File: src/rtl/mux_channel_scanner_pkg.sv
// Shared types and constants for the mux channel scanner: channel count, select width,
// FSM encoding and default divider settings.
package mux_scan_pkg;

  localparam int NUM_CH        = 4;
  localparam int SEL_W         = 2;
  localparam int DEF_DIV_MAX   = 49_999_999;
  localparam int DEF_DIV_WIDTH = 26;

  typedef enum logic {
    ST_IDLE = 1'b0,
    ST_SCAN = 1'b1
  } state_t;

  typedef logic [SEL_W-1:0]  sel_t;
  typedef logic [NUM_CH-1:0] frame_t;

  function automatic sel_t sel_next(input sel_t s);
    return s + sel_t'(1);
  endfunction

endpackage

File: src/rtl/mux_channel_scanner_if.sv
// Control and result bundle between the scanner and its driver.
// The slave modport is the scanner side; master is the driver side.
interface mux_channel_scanner_if;
  import mux_scan_pkg::*;

  logic   enable;
  logic   manual;
  logic   step;
  logic   mux_in;
  sel_t   sel;
  frame_t frame;
  logic   frame_valid;
  logic   busy;

  modport master (
    output enable, manual, step, mux_in,
    input  sel, frame, frame_valid, busy
  );

  modport slave (
    input  enable, manual, step, mux_in,
    output sel, frame, frame_valid, busy
  );

endinterface

File: src/rtl/mux_channel_scanner_rate_divider.sv
// Dwell timer: down-counter that pulses tick for one cycle every DIV_MAX+1 cycles while run is high.
// Tick is combinational on the count reaching zero; no backpressure, the counter reloads whenever run is low.
module rate_divider
  import mux_scan_pkg::*;
#(
  parameter int DIV_MAX   = DEF_DIV_MAX,
  parameter int DIV_WIDTH = DEF_DIV_WIDTH
) (
  input  logic clock,
  input  logic resetn,
  input  logic run,
  output logic tick
);

  localparam logic [DIV_WIDTH-1:0] RELOAD = DIV_WIDTH'(DIV_MAX);

  logic [DIV_WIDTH-1:0] count;

  always_ff @(posedge clock) begin
    if (!resetn || !run || count == '0) begin
      count <= RELOAD;
    end else begin
      count <= count - DIV_WIDTH'(1);
    end
  end

  assign tick = run && (count == '0);

endmodule

File: src/rtl/mux_channel_scanner.sv
// Scans mux channels 0..3 (divider tick or step edge) and publishes a 4-bit frame with a one-cycle valid pulse.
// Sample lands one clock after the tick (+2 with MUX_SCAN_SYNC_EN); no backpressure, frames are overwritten.
module mux_channel_scanner
  import mux_scan_pkg::*;
#(
  parameter int DIV_MAX   = DEF_DIV_MAX,
  parameter int DIV_WIDTH = DEF_DIV_WIDTH
) (
  input  logic                  clock,
  input  logic                  resetn,
  mux_channel_scanner_if.slave  bus
);

  state_t state_q, state_d;
  sel_t   sel_q, sel_d;
  frame_t shadow_q, shadow_d;
  frame_t frame_q, frame_d;
  logic   fv_q, fv_d;

  logic step_use;
  logic mux_use;
  logic step_q;
  logic step_edge;
  logic div_run;
  logic div_tick;
  logic tick;

  logic samp_vld;
  sel_t samp_sel;
  logic samp_dat;

`ifdef MUX_SCAN_SYNC_EN
  logic [1:0] step_sync;
  logic [1:0] mux_sync;
  logic [1:0] pend_vld;
  sel_t       pend_sel0, pend_sel1;

  always_ff @(posedge clock) begin
    if (!resetn) begin
      step_sync <= '0;
      mux_sync  <= '0;
    end else begin
      step_sync <= {step_sync[0], bus.step};
      mux_sync  <= {mux_sync[0], bus.mux_in};
    end
  end

  assign step_use = step_sync[1];
  assign mux_use  = mux_sync[1];

  // Delay each sample command to line up with mux_in emerging from the synchroniser.
  always_ff @(posedge clock) begin
    if (!resetn || state_q != ST_SCAN || !bus.enable) begin
      pend_vld  <= '0;
      pend_sel0 <= '0;
      pend_sel1 <= '0;
    end else begin
      pend_vld  <= {pend_vld[0], tick};
      pend_sel0 <= sel_q;
      pend_sel1 <= pend_sel0;
    end
  end

  assign samp_vld = pend_vld[1];
  assign samp_sel = pend_sel1;
  assign samp_dat = mux_use;
`else
  assign step_use = bus.step;
  assign mux_use  = bus.mux_in;
  assign samp_vld = tick;
  assign samp_sel = sel_q;
  assign samp_dat = mux_use;
`endif

  always_ff @(posedge clock) begin
    if (!resetn) begin
      step_q <= 1'b0;
    end else begin
      step_q <= step_use;
    end
  end

  assign step_edge = step_use & ~step_q;

  // Holding the divider in reload while manual keeps a mode switch from producing a stray tick.
  assign div_run = (state_q == ST_SCAN) && !bus.manual;

  rate_divider #(
    .DIV_MAX   (DIV_MAX),
    .DIV_WIDTH (DIV_WIDTH)
  ) u_rate_divider (
    .clock  (clock),
    .resetn (resetn),
    .run    (div_run),
    .tick   (div_tick)
  );

  assign tick = (state_q == ST_SCAN) && (bus.manual ? step_edge : div_tick);

  always_ff @(posedge clock) begin
    if (!resetn) begin
      state_q  <= ST_IDLE;
      sel_q    <= '0;
      shadow_q <= '0;
      frame_q  <= '0;
      fv_q     <= 1'b0;
    end else begin
      state_q  <= state_d;
      sel_q    <= sel_d;
      shadow_q <= shadow_d;
      frame_q  <= frame_d;
      fv_q     <= fv_d;
    end
  end

  always_comb begin
    state_d  = state_q;
    sel_d    = sel_q;
    shadow_d = shadow_q;
    frame_d  = frame_q;
    fv_d     = 1'b0;
    case (state_q)
      ST_IDLE: begin
        if (bus.enable) state_d = ST_SCAN;
      end
      ST_SCAN: begin
        // Dropping enable outranks any tick in the same cycle and discards the partial frame.
        if (!bus.enable) begin
          state_d  = ST_IDLE;
          shadow_d = '0;
        end else begin
          if (tick) sel_d = sel_next(sel_q);
          if (samp_vld) begin
            shadow_d[samp_sel] = samp_dat;
            if (samp_sel == sel_t'(NUM_CH-1)) begin
              frame_d = {samp_dat, shadow_q[NUM_CH-2:0]};
              fv_d    = 1'b1;
            end
          end
        end
      end
      default: state_d = ST_IDLE;
    endcase
  end

  assign bus.sel         = sel_q;
  assign bus.frame       = frame_q;
  assign bus.frame_valid = fv_q;
  assign bus.busy        = (state_q == ST_SCAN);

endmodule

File: src/flat_wrapper.sv
// flat-port wrapper written by rule: the top's interface ports become plain ports
module mux_channel_scanner_flat import mux_scan_pkg::*;
#(
  parameter int DIV_MAX   = DEF_DIV_MAX,
  parameter int DIV_WIDTH = DEF_DIV_WIDTH
)
  (clock, resetn, bus_enable, bus_manual, bus_step, bus_mux_in, bus_sel, bus_frame, bus_frame_valid, bus_busy);
  mux_channel_scanner_if bus_i ();
  input  logic clock;
  input  logic resetn;
  input wire logic [$bits(bus_i.enable)-1:0] bus_enable;
  input wire logic [$bits(bus_i.manual)-1:0] bus_manual;
  input wire logic [$bits(bus_i.step)-1:0] bus_step;
  input wire logic [$bits(bus_i.mux_in)-1:0] bus_mux_in;
  output wire logic [$bits(bus_i.sel)-1:0] bus_sel;
  output wire logic [$bits(bus_i.frame)-1:0] bus_frame;
  output wire logic [$bits(bus_i.frame_valid)-1:0] bus_frame_valid;
  output wire logic [$bits(bus_i.busy)-1:0] bus_busy;
  assign bus_i.enable = bus_enable;
  assign bus_i.manual = bus_manual;
  assign bus_i.step = bus_step;
  assign bus_i.mux_in = bus_mux_in;
  assign bus_sel = bus_i.sel;
  assign bus_frame = bus_i.frame;
  assign bus_frame_valid = bus_i.frame_valid;
  assign bus_busy = bus_i.busy;
  mux_channel_scanner #(.DIV_MAX(DIV_MAX), .DIV_WIDTH(DIV_WIDTH)) u_core (.clock(clock), .resetn(resetn), .bus(bus_i));
endmodule
File: config.mk
export PLATFORM = sky130hd
export DESIGN_NAME = mux_channel_scanner_flat
export DESIGN_NICKNAME = d
export VERILOG_FILES = /design/src/rtl/mux_channel_scanner_pkg.sv /design/src/rtl/mux_channel_scanner_if.sv /design/src/rtl/mux_channel_scanner_rate_divider.sv /design/src/rtl/mux_channel_scanner.sv /design/src/flat_wrapper.sv
export SDC_FILE = /design/constraint.sdc
export NUM_CORES = 1
export LEC_CHECK = 0
export ABC_AREA = 1
export CAP_MARGIN = 20
export CORE_ASPECT_RATIO = 0.75
export CORE_MARGIN = 2
export CORE_UTILIZATION = 60
export CTS_BUF_LIST = sky130_fd_sc_hd__clkbuf_2
export CTS_CLUSTER_SIZE = 20
export DETAILED_ROUTE_END_ITERATION = 10
export PLACE_DENSITY = 0.91
export SLEW_MARGIN = 40
export SYNTH_ARGS = -nofsm -noshare
export SYNTH_HDL_FRONTEND = slang
export SYNTH_HIERARCHICAL = 1
export SYNTH_SLANG_ARGS = --single-unit
File: constraint.sdc
create_clock -name clock -period 2.3 [get_ports clock]
set_input_delay 0.575 -clock clock [delete_from_list [all_inputs] [get_ports clock]]
set_output_delay 0.575 -clock clock [all_outputs]
set_load 0.05 [all_outputs]
; ---- Yosys cells after proc, flatten, opt, wreduce, memory -nomap -nowiden
; Index checks and enable logic that the tools add are counted.
[classes]
n_addsub = 2
order_cmp = 2
eq_ne = 2
muxes = 8
bitwise = 2
reduce_logical = 14
[ops]
columns = op, n
row1 = $logic_not 26->1, 1
row2 = $sub 26x1->26 const B, 1
row3 = $mux 4, 2
row4 = $reduce_and 4->1, 2
row5 = $bwmux 4, 1
row6 = $logic_and 1x1->1, 4
row7 = $mux 1, 4
row8 = $logic_not 1->1, 3
row9 = $lt 2x3->1 const B, 1
row10 = $reduce_and 3->1, 1
row11 = $add 2x1->2 const B, 1
row12 = $demux 1 s2, 1
row13 = $eq 2x2->1 const B, 1
row14 = $ge 2x1->1 const B, 1
row15 = $logic_or 1x1->1, 2
row16 = $ne 2x1->1 const B, 1
row17 = $reduce_and 2->1, 1
row18 = $and 1x1->1, 1
row19 = $not 1->1, 1
[word_totals]
register_bits = 39
input_bits = 6
out_inout_bits = 8
word_cells = 37

; ---- Longest topological paths before layout
; Gate-level depths: netlist of run 1.
[logic_depth]
word_depth = 7
mapped_depth = 13
ltp_nobuf = 13

; ---- Hierarchy
; Netlist of run 1, hierarchy kept.
[by_module_without_submodules]
columns = mod, n_inst, cells_per_inst, area_per_inst_um2, seq_area_each_um2
row1 = rate_divider, 1, 202, 1413.9, 520.5
row2 = mux_channel_scanner, 1, 83, 593.1, 240.2

; ---- Worst setup path after synthesis of run 1
; Ideal clock, no wire load.
[synth_path]
kind = register to register
start = register u_core.u_rate_divider.count[0]
end = register u_core.shadow_q[0]
setup_ps = 109
arrival_time_ps = 1789
t_required_ps = 2191
path_slack_ps = 403
stages_incl_launch_ff = 14
n_path_buf = 0
synth_period_minus_slack_ps = 1897
path_cell_list = dfxtp_1 -> inv_1 -> ha_1 -> nand2_4 -> nor2_8 -> nand3_1 -> nor3b_1 -> nand3_1 -> nand3_2 -> nand2_1 -> nand2_2 -> nand2_1 -> nand2_1 -> inv_1
[synth_between]
elab_chain_len = 6
[synth_rtl]
columns = item, line
row1 = "start, declared", mux_channel_scanner_rate_divider.sv:17  ; logic [DIV_WIDTH-1:0] count;
row2 = "start signal, assigned", mux_channel_scanner_rate_divider.sv:23  ; count <= count - DIV_WIDTH'(1);
row3 = $logic_not 26->1, mux_channel_scanner_rate_divider.sv:27  ; assign tick = run && (count == '0);
row4 = $logic_and 1x1->1, mux_channel_scanner_rate_divider.sv:27
row5 = via u_core.div_tick, mux_channel_scanner.sv:25  ; logic div_tick;
row6 = $mux 1, mux_channel_scanner.sv:98  ; assign tick = (state_q == ST_SCAN) && (bus.manual ? step_edge : div_tick);
row7 = $logic_and 1x1->1, mux_channel_scanner.sv:98
row8 = $ne 2x1->1 (no line), n/a
row9 = $reduce_and 2->1 (no line), n/a
row10 = "end signal, assigned", mux_channel_scanner.sv:110  ; shadow_q <= shadow_d;
row11 = "end, declared", mux_channel_scanner.sv:16  ; frame_t shadow_q, shadow_d;
; The timed path passes the listed nets, and every way through them passes these cells.
; A chain may end at the register's enable or synchronous reset.

; ---- Worst setup path in the final report of run 1
[layout_path]
start = register u_core.frame_q[0] (netlist: u_core/bus.frame[0])
end = output port bus_frame[0]
[layout_lines]
columns = item, line
row1 = "start, declared", mux_channel_scanner.sv:17  ; frame_t frame_q, frame_d;
row2 = "start signal, assigned", mux_channel_scanner.sv:111  ; frame_q <= frame_d;
row3 = "end, declared", flat_wrapper.sv:16  ; output wire logic [$bits(bus_i.frame)-1:0] bus_frame;
; No word-level cell between the ends.

==> flow_summary.toml, run 1 <==
[synthesis]
synth_top_family_by_area = "simple AND/OR/NAND/NOR gates"
synth_cells = 285
yosysTopAreaCellShare_pct = 37.9
seq_area_frac_synth_pct = 37.9
synthAdderAreaFrac_pct = 3.12
synth_cell_types = 24
synth_ff_type = "dfxtp_1"
synth_common_cells = "nand2_1, nor2_1, dfxtp_1, inv_1, nand3_1"
synth_area_leaders = "dfxtp_1, nand2_1, nor2_1"
async_flop_share_pct = 0
synth_area_um2 = 2010
muxShareOfSynthArea_pct = 0
synth_warnings = 6
synth.most_common_cell = "nand2_1"
yosys.area.top_type = "dfxtp_1"
ys_ff_latch = 38
syn-num-nets = 296
synth_compound_area_share_pct = 3.55
synth_xor_area_share_pct = 3.93
yosys.area_share.simple_pct = 44.1
postSynthAreaPerCell_um2 = 7.04
synth_edf_count = 0

[sta]
slew_viol_final = 0
fin_tns_setup_ns = 0
fin_crit_sh_pct = 93.7
rsz0062_at_grt = "no"
hold_violations = 0
finalSetupViolCount = 0
tightest_slew_ns = 0.514
slew-limit-headroom_pct = 65.6
min_period_ns = 2.16
fmax_ghz = 0.464
fin_skew_ns = 0.00675

[critical_path]
start_kind = "register"
reg2reg_to = "u_core/bus.frame[2]"
end_kind = "output pin"
regToRegStartpoint = "u_core/u_rate_divider/count[0]"
crit_fanout = 2
cp_slowest_cell = "clkdlybuf4s50_1"
worstSetupPathType = "register to output pin"
crit_required_ns = 1.73
r2r_cells = 11
cp_num_buf_inv = 1
rrSetupSlack_ns = 0.34
cp.arrival_ns = 1.58
cpLargestDelayFamily = "buffers and inverters"
cp_slowest_stage_delay_ns = 0.80
path_cells = "clkdlybuf4s50_1"

[cells_and_area]
drive_gt1_share_pct = 12.7
final_nets = 317
areaGrowthSynthToFinish_pct = 12.1
final_cell_count_no_fill = 347
diodes = 0
fillers = 261
final_area_um2 = 2250

[grt]
antenna_found_initial = 0
grt_start_max_net_pins = 20
gr-total-overflow = 0
grt_pass1_vias = 1503
grt_usage_pct = 22.5
grt_pass1_wl_um = 6510

[clocking]
root_buffer = "clkbuf_2"
clockBufferDepth = 2
htree_num_levels = 2
cts_tree = "done"
clock-sinks = 38
path_clk_slew_ns = 0.18
cts_hold_buf = 0
tritoncts.num_buffers = 5
clk_latency_ns = 0.40

[routing]
drt_first_iter_violations = 58
drc_errors = 0
dr.pass1.iters = 4
vias = 1764
wl_per_cell_um = 11.3
postRouteAntennaNets = 0
vias_per_cell = 5.08
wl_um = 3920

[hold_path]
min_from = "u_core/u_rate_divider/count[0]"
min_path_type = "register to register"
whs_endpoint = "u_core/u_rate_divider/count[0]"
worstHoldPathCells = 1

[floorplanning]
initial_core_util_pct = 61.9
dieArea_um2 = 3830
ioPinCount = 14
die_x_um = 70.8
core_area_um2 = 3240
rows = 18
die_h_um = 54.1

[power_and_ir_drop]
peakVddDrop_mv = 0.291
powerDensity_nw_per_um2 = 451
power_mw = 1.01
p_leak_nw = 1.06

[run_status]
status = "finished clean"

[placed_design]
dp_hpwl_um = 3000
place_area_um2 = 2210
port_buffers = 13
placed_cells = 339
place_congestion = 0.867

[flow_run]
cap_violations = 0
layout by cell type (no fill, tap or decap), types with 6 or more instances in the layout:
cell type,instances
inv_1,34
nor2_1,50
nand2_1,74
nand3_2,7
nand4_1,9
dfxtp_1,38
xor2_1,6
a21oi_1,7
clkbuf_2,6
nand2_2,8
nand3_1,19
clkdlybuf4s50_1,11
timing repair:
item                                    in CTS  in global routing
hold endpoints to repair                     0                  0
resized for setup                            0                  2
buffers inserted                             0                  0
endpoints found under the setup margin       0                  2
registers in the layout, summed over array words and instances (netlist names):
register                     cells
u_core/bus.busy                  1
u_core/bus.frame                 4
u_core/bus.frame_valid           1
u_core/bus.sel                   2
u_core/shadow_q                  3
u_core/step_q                    1
u_core/u_rate_divider/count     26
power by group:
group,internal (mW),switching [mW],leakage [nW]
clock,0.0747,0.221,0.0304
combinational,0.0211,0.0328,0.724
sequential,0.663,0.00222,0.308
through the flow:
step / hold slack (ns) / utilization (%) / worst slack (ns)
floorplan: 0.375 / - / 0.403
detailed placement: 0.384 / 68.0 / 0.209
global route: 0.436 / 69.4 / 0.0334
global placement: 0.382 / 68.0 / 0.276
CTS: 0.426 / 69.2 / 0.0224
finish: 0.422 / 69.4 / 0.144
worst max-delay path by stage:
stage / startpoint / endpoint / slack [ns] / cells past startpoint
floorplan: u_core/u_rate_divider/count[0] / u_core/shadow_q[0] / 0.40 / 13
global placement: bus_manual / u_core/shadow_q[1] / 0.28 / 10
detailed placement: bus_manual / u_core/bus.frame[2] / 0.21 / 8
CTS: u_core/bus.sel[1] / bus_sel[1] / 0.02 / 1
global route: u_core/u_rate_divider/count[0] / u_core/shadow_q[0] / 0.03 / 13
finish: u_core/bus.frame[0] / bus_frame[0] / 0.14 / 1
metal layers:
layer  vias up  GRT usage (%)  part of all wire (%)
li1        934              -                     -
met1       790           28.8                    50
met4         0           10.4                   1.4
met2        36           33.8                    44
met5         -              0                     0
met3         4           8.61                   4.6
logic make-up (layout without fill, tap and decap cells):
kind of cell / count (synthesis) / after routing
flops: 38 / 38
fa+ha+maj: 5 / 5
compound gates: 13 / 13
buf+inv: 37 / 59
xor+xnor: 9 / 9
simple gates: 183 / 183
cell type report:
class / count / area [um2] / share of cell area (%)
multi-input combinational: 210 / 1100 / 48.8
sequential: 38 / 761 / 33.8
timing repair buffer: 16 / 170 / 7.56
inverter: 35 / 131 / 5.84
tap: 40 / 50.0 / 2.22
clock buffer: 6 / 30.0 / 1.33
clock inverter: 2 / 8.76 / 0.389
No activity file was read; power rests on OpenSTA's default activity.
==> inputs of run 2 (changes only) <==
- CORE_UTILIZATION: 60 -> 25
- PLACE_DENSITY: 0.91 -> 0.5
==> run 2 against run 1 <==
  * Final cell count up 19%
  * Sequential power is essentially flat
  * Count of clock-buffer cells in the layout stayed put
  * First-iteration DRC count grew 31%
  * Combinational power up 0.7%
  * Non-clock buffer count up 1
  * Die area rose by 130%
  * Cell area increased by 3.9%
  * Utilization decreased by 40 points
  * Total power fell by 0.17%
  * Critical path type unchanged
==> flow_summary.toml, run 2 (synthesis results as in run 1) <==
[critical_path]
cp.arrival_ns = 1.59
crit_required_ns = 1.73
cp_num_buf_inv = 1
cp_slowest_cell = "clkdlybuf4s50_1"
end_kind = "output pin"
path_cells = "clkdlybuf4s50_1"
cp_slowest_stage_delay_ns = 0.84
start_kind = "register"
cpLargestDelayFamily = "buffers and inverters"
worstSetupPathType = "register to output pin"
crit_fanout = 2

[power_and_ir_drop]
powerDensity_nw_per_um2 = 433
power_mw = 1.01
seqPwrFrac_pct = 65.7
sw_frac_of_total_pct = 25.0
p_sw_mw = 0.254
pwr-share-comb_pct = 5.4
p_leak_nw = 1.07
power_frac_clock_pct = 28.9
intPower_mw = 0.760
peakVddDrop_mv = 0.148

[clocking]
htree_num_levels = 2
clockBufferDepth = 2
tritoncts.num_buffers = 5
cts_tree = "done"
clock-sinks = 38
path_clk_slew_ns = 0.20
cts_hold_buf = 0
clk_latency_ns = 0.38
cts-resized-gates = 0
postCtsSetupBuffers = 0
root_buffer = "clkbuf_2"

[routing]
drc_errors = 0
vias = 1701
postRouteAntennaNets = 0
drt_first_iter_violations = 76
dr.pass1.iters = 4
wl_um = 4140
wl_per_cell_um = 10.0
vias_per_cell = 4.12

[sta]
slew-limit-headroom_pct = 63.1
fin_crit_sh_pct = 94.0
fin_tns_setup_ns = 0
finalWorstSetupSlack_ns = 0.138
fin_skew_ns = 0.0183
fmax_ghz = 0.463
finalSetupViolCount = 0
tightest_slew_ns = 0.552
worst_hold_slack_ns = 0.424
hold_violations = 0
min_period_ns = 2.16
slew_viol_final = 0
rsz0062_at_grt = "no"

[grt]
grt_usage_pct = 10.5
antenna_found_initial = 0
grt_pass1_wl_um = 7380
grt_start_max_net_pins = 20
grt_pass1_vias = 1587
gr-total-overflow = 0

[floorplanning]
die_h_um = 81.6
core_area_um2 = 7850
die_x_um = 107
initial_core_util_pct = 25.6
ioPinCount = 14
dieArea_um2 = 8770
rows = 28

[cells_and_area]
final_cell_count_no_fill = 413
mostFrequentLayoutCells = "nand2_1, nor2_1, dfxtp_1"
final_area_um2 = 2340
final_nets = 318
areaGrowthSynthToFinish_pct = 16.5
final_common_cell = "nand2_1"
utilization_pct = 29.8
drive_gt1_share_pct = 13.0
diodes = 0
largest_register = "u_core/u_rate_divider/count"
largest_reg_flops = 26

[placed_design]
place_area_um2 = 2290
dp_hpwl_um = 3170
place_ws_ns = 0.205
place_congestion = 0.803
placed_cells = 405
port_buffers = 13

[hold_path]
min_path_type = "register to register"

[flow_run]
cap_violations = 0

[run_status]
status = "finished clean"
[run 2: cell types whose count changed in the layout (fill, tap and decap cells not counted), sizes merged]
cell	change
buf	+1
[run 2: path summary, 6_finish.rpt]
check	start	to	slack [ns]	depth (start not counted)
worst max-delay path	u_core/bus.busy	bus_busy	0.14	1
worst min-delay path	u_core/u_rate_divider/count[0]	u_core/u_rate_divider/count[0]	0.42	1
worst max register to register	u_core/u_rate_divider/count[0]	u_core/bus.frame[2]	0.37	11
worst min register to register	u_core/u_rate_divider/count[0]	u_core/u_rate_divider/count[0]	0.42	1
[run 2: power by group through the flow]
stage | logic [mW] | registers (mW) | clock network, mW
after detailed placement | 0.0540 | 0.679 | 0
final | 0.0543 | 0.666 | 0.293
after floorplan | 0.0270 | 0.684 | 0
after global placement | 0.0541 | 0.679 | 0
after global routing | 0.0609 | 0.667 | 0.343
after CTS | 0.0542 | 0.666 | 0.316
[run 2: final cells by class]
cell class	count	area, um2
Clock buffer	6	30.0
Fill cell	877	5510
Timing Repair Buffer	17	178
Sequential cell	38	761
Inverter	35	131
Clock inverter	2	8.76
Tap cell	105	131
Multi-Input combinational cell	210	1100
[run 2: metal layers]
| metal | wire [um] | up-vias | track usage [%] |
|---|---|---|---|
| met3 | 116 | 3 | 2.14 |
| met4 | 21 | 0 | 3.85 |
| met5 | 0 | - | 0 |
| li1 | - | 935 | - |
| met1 | 2420 | 746 | 16.0 |
| met2 | 1580 | 17 | 14.4 |
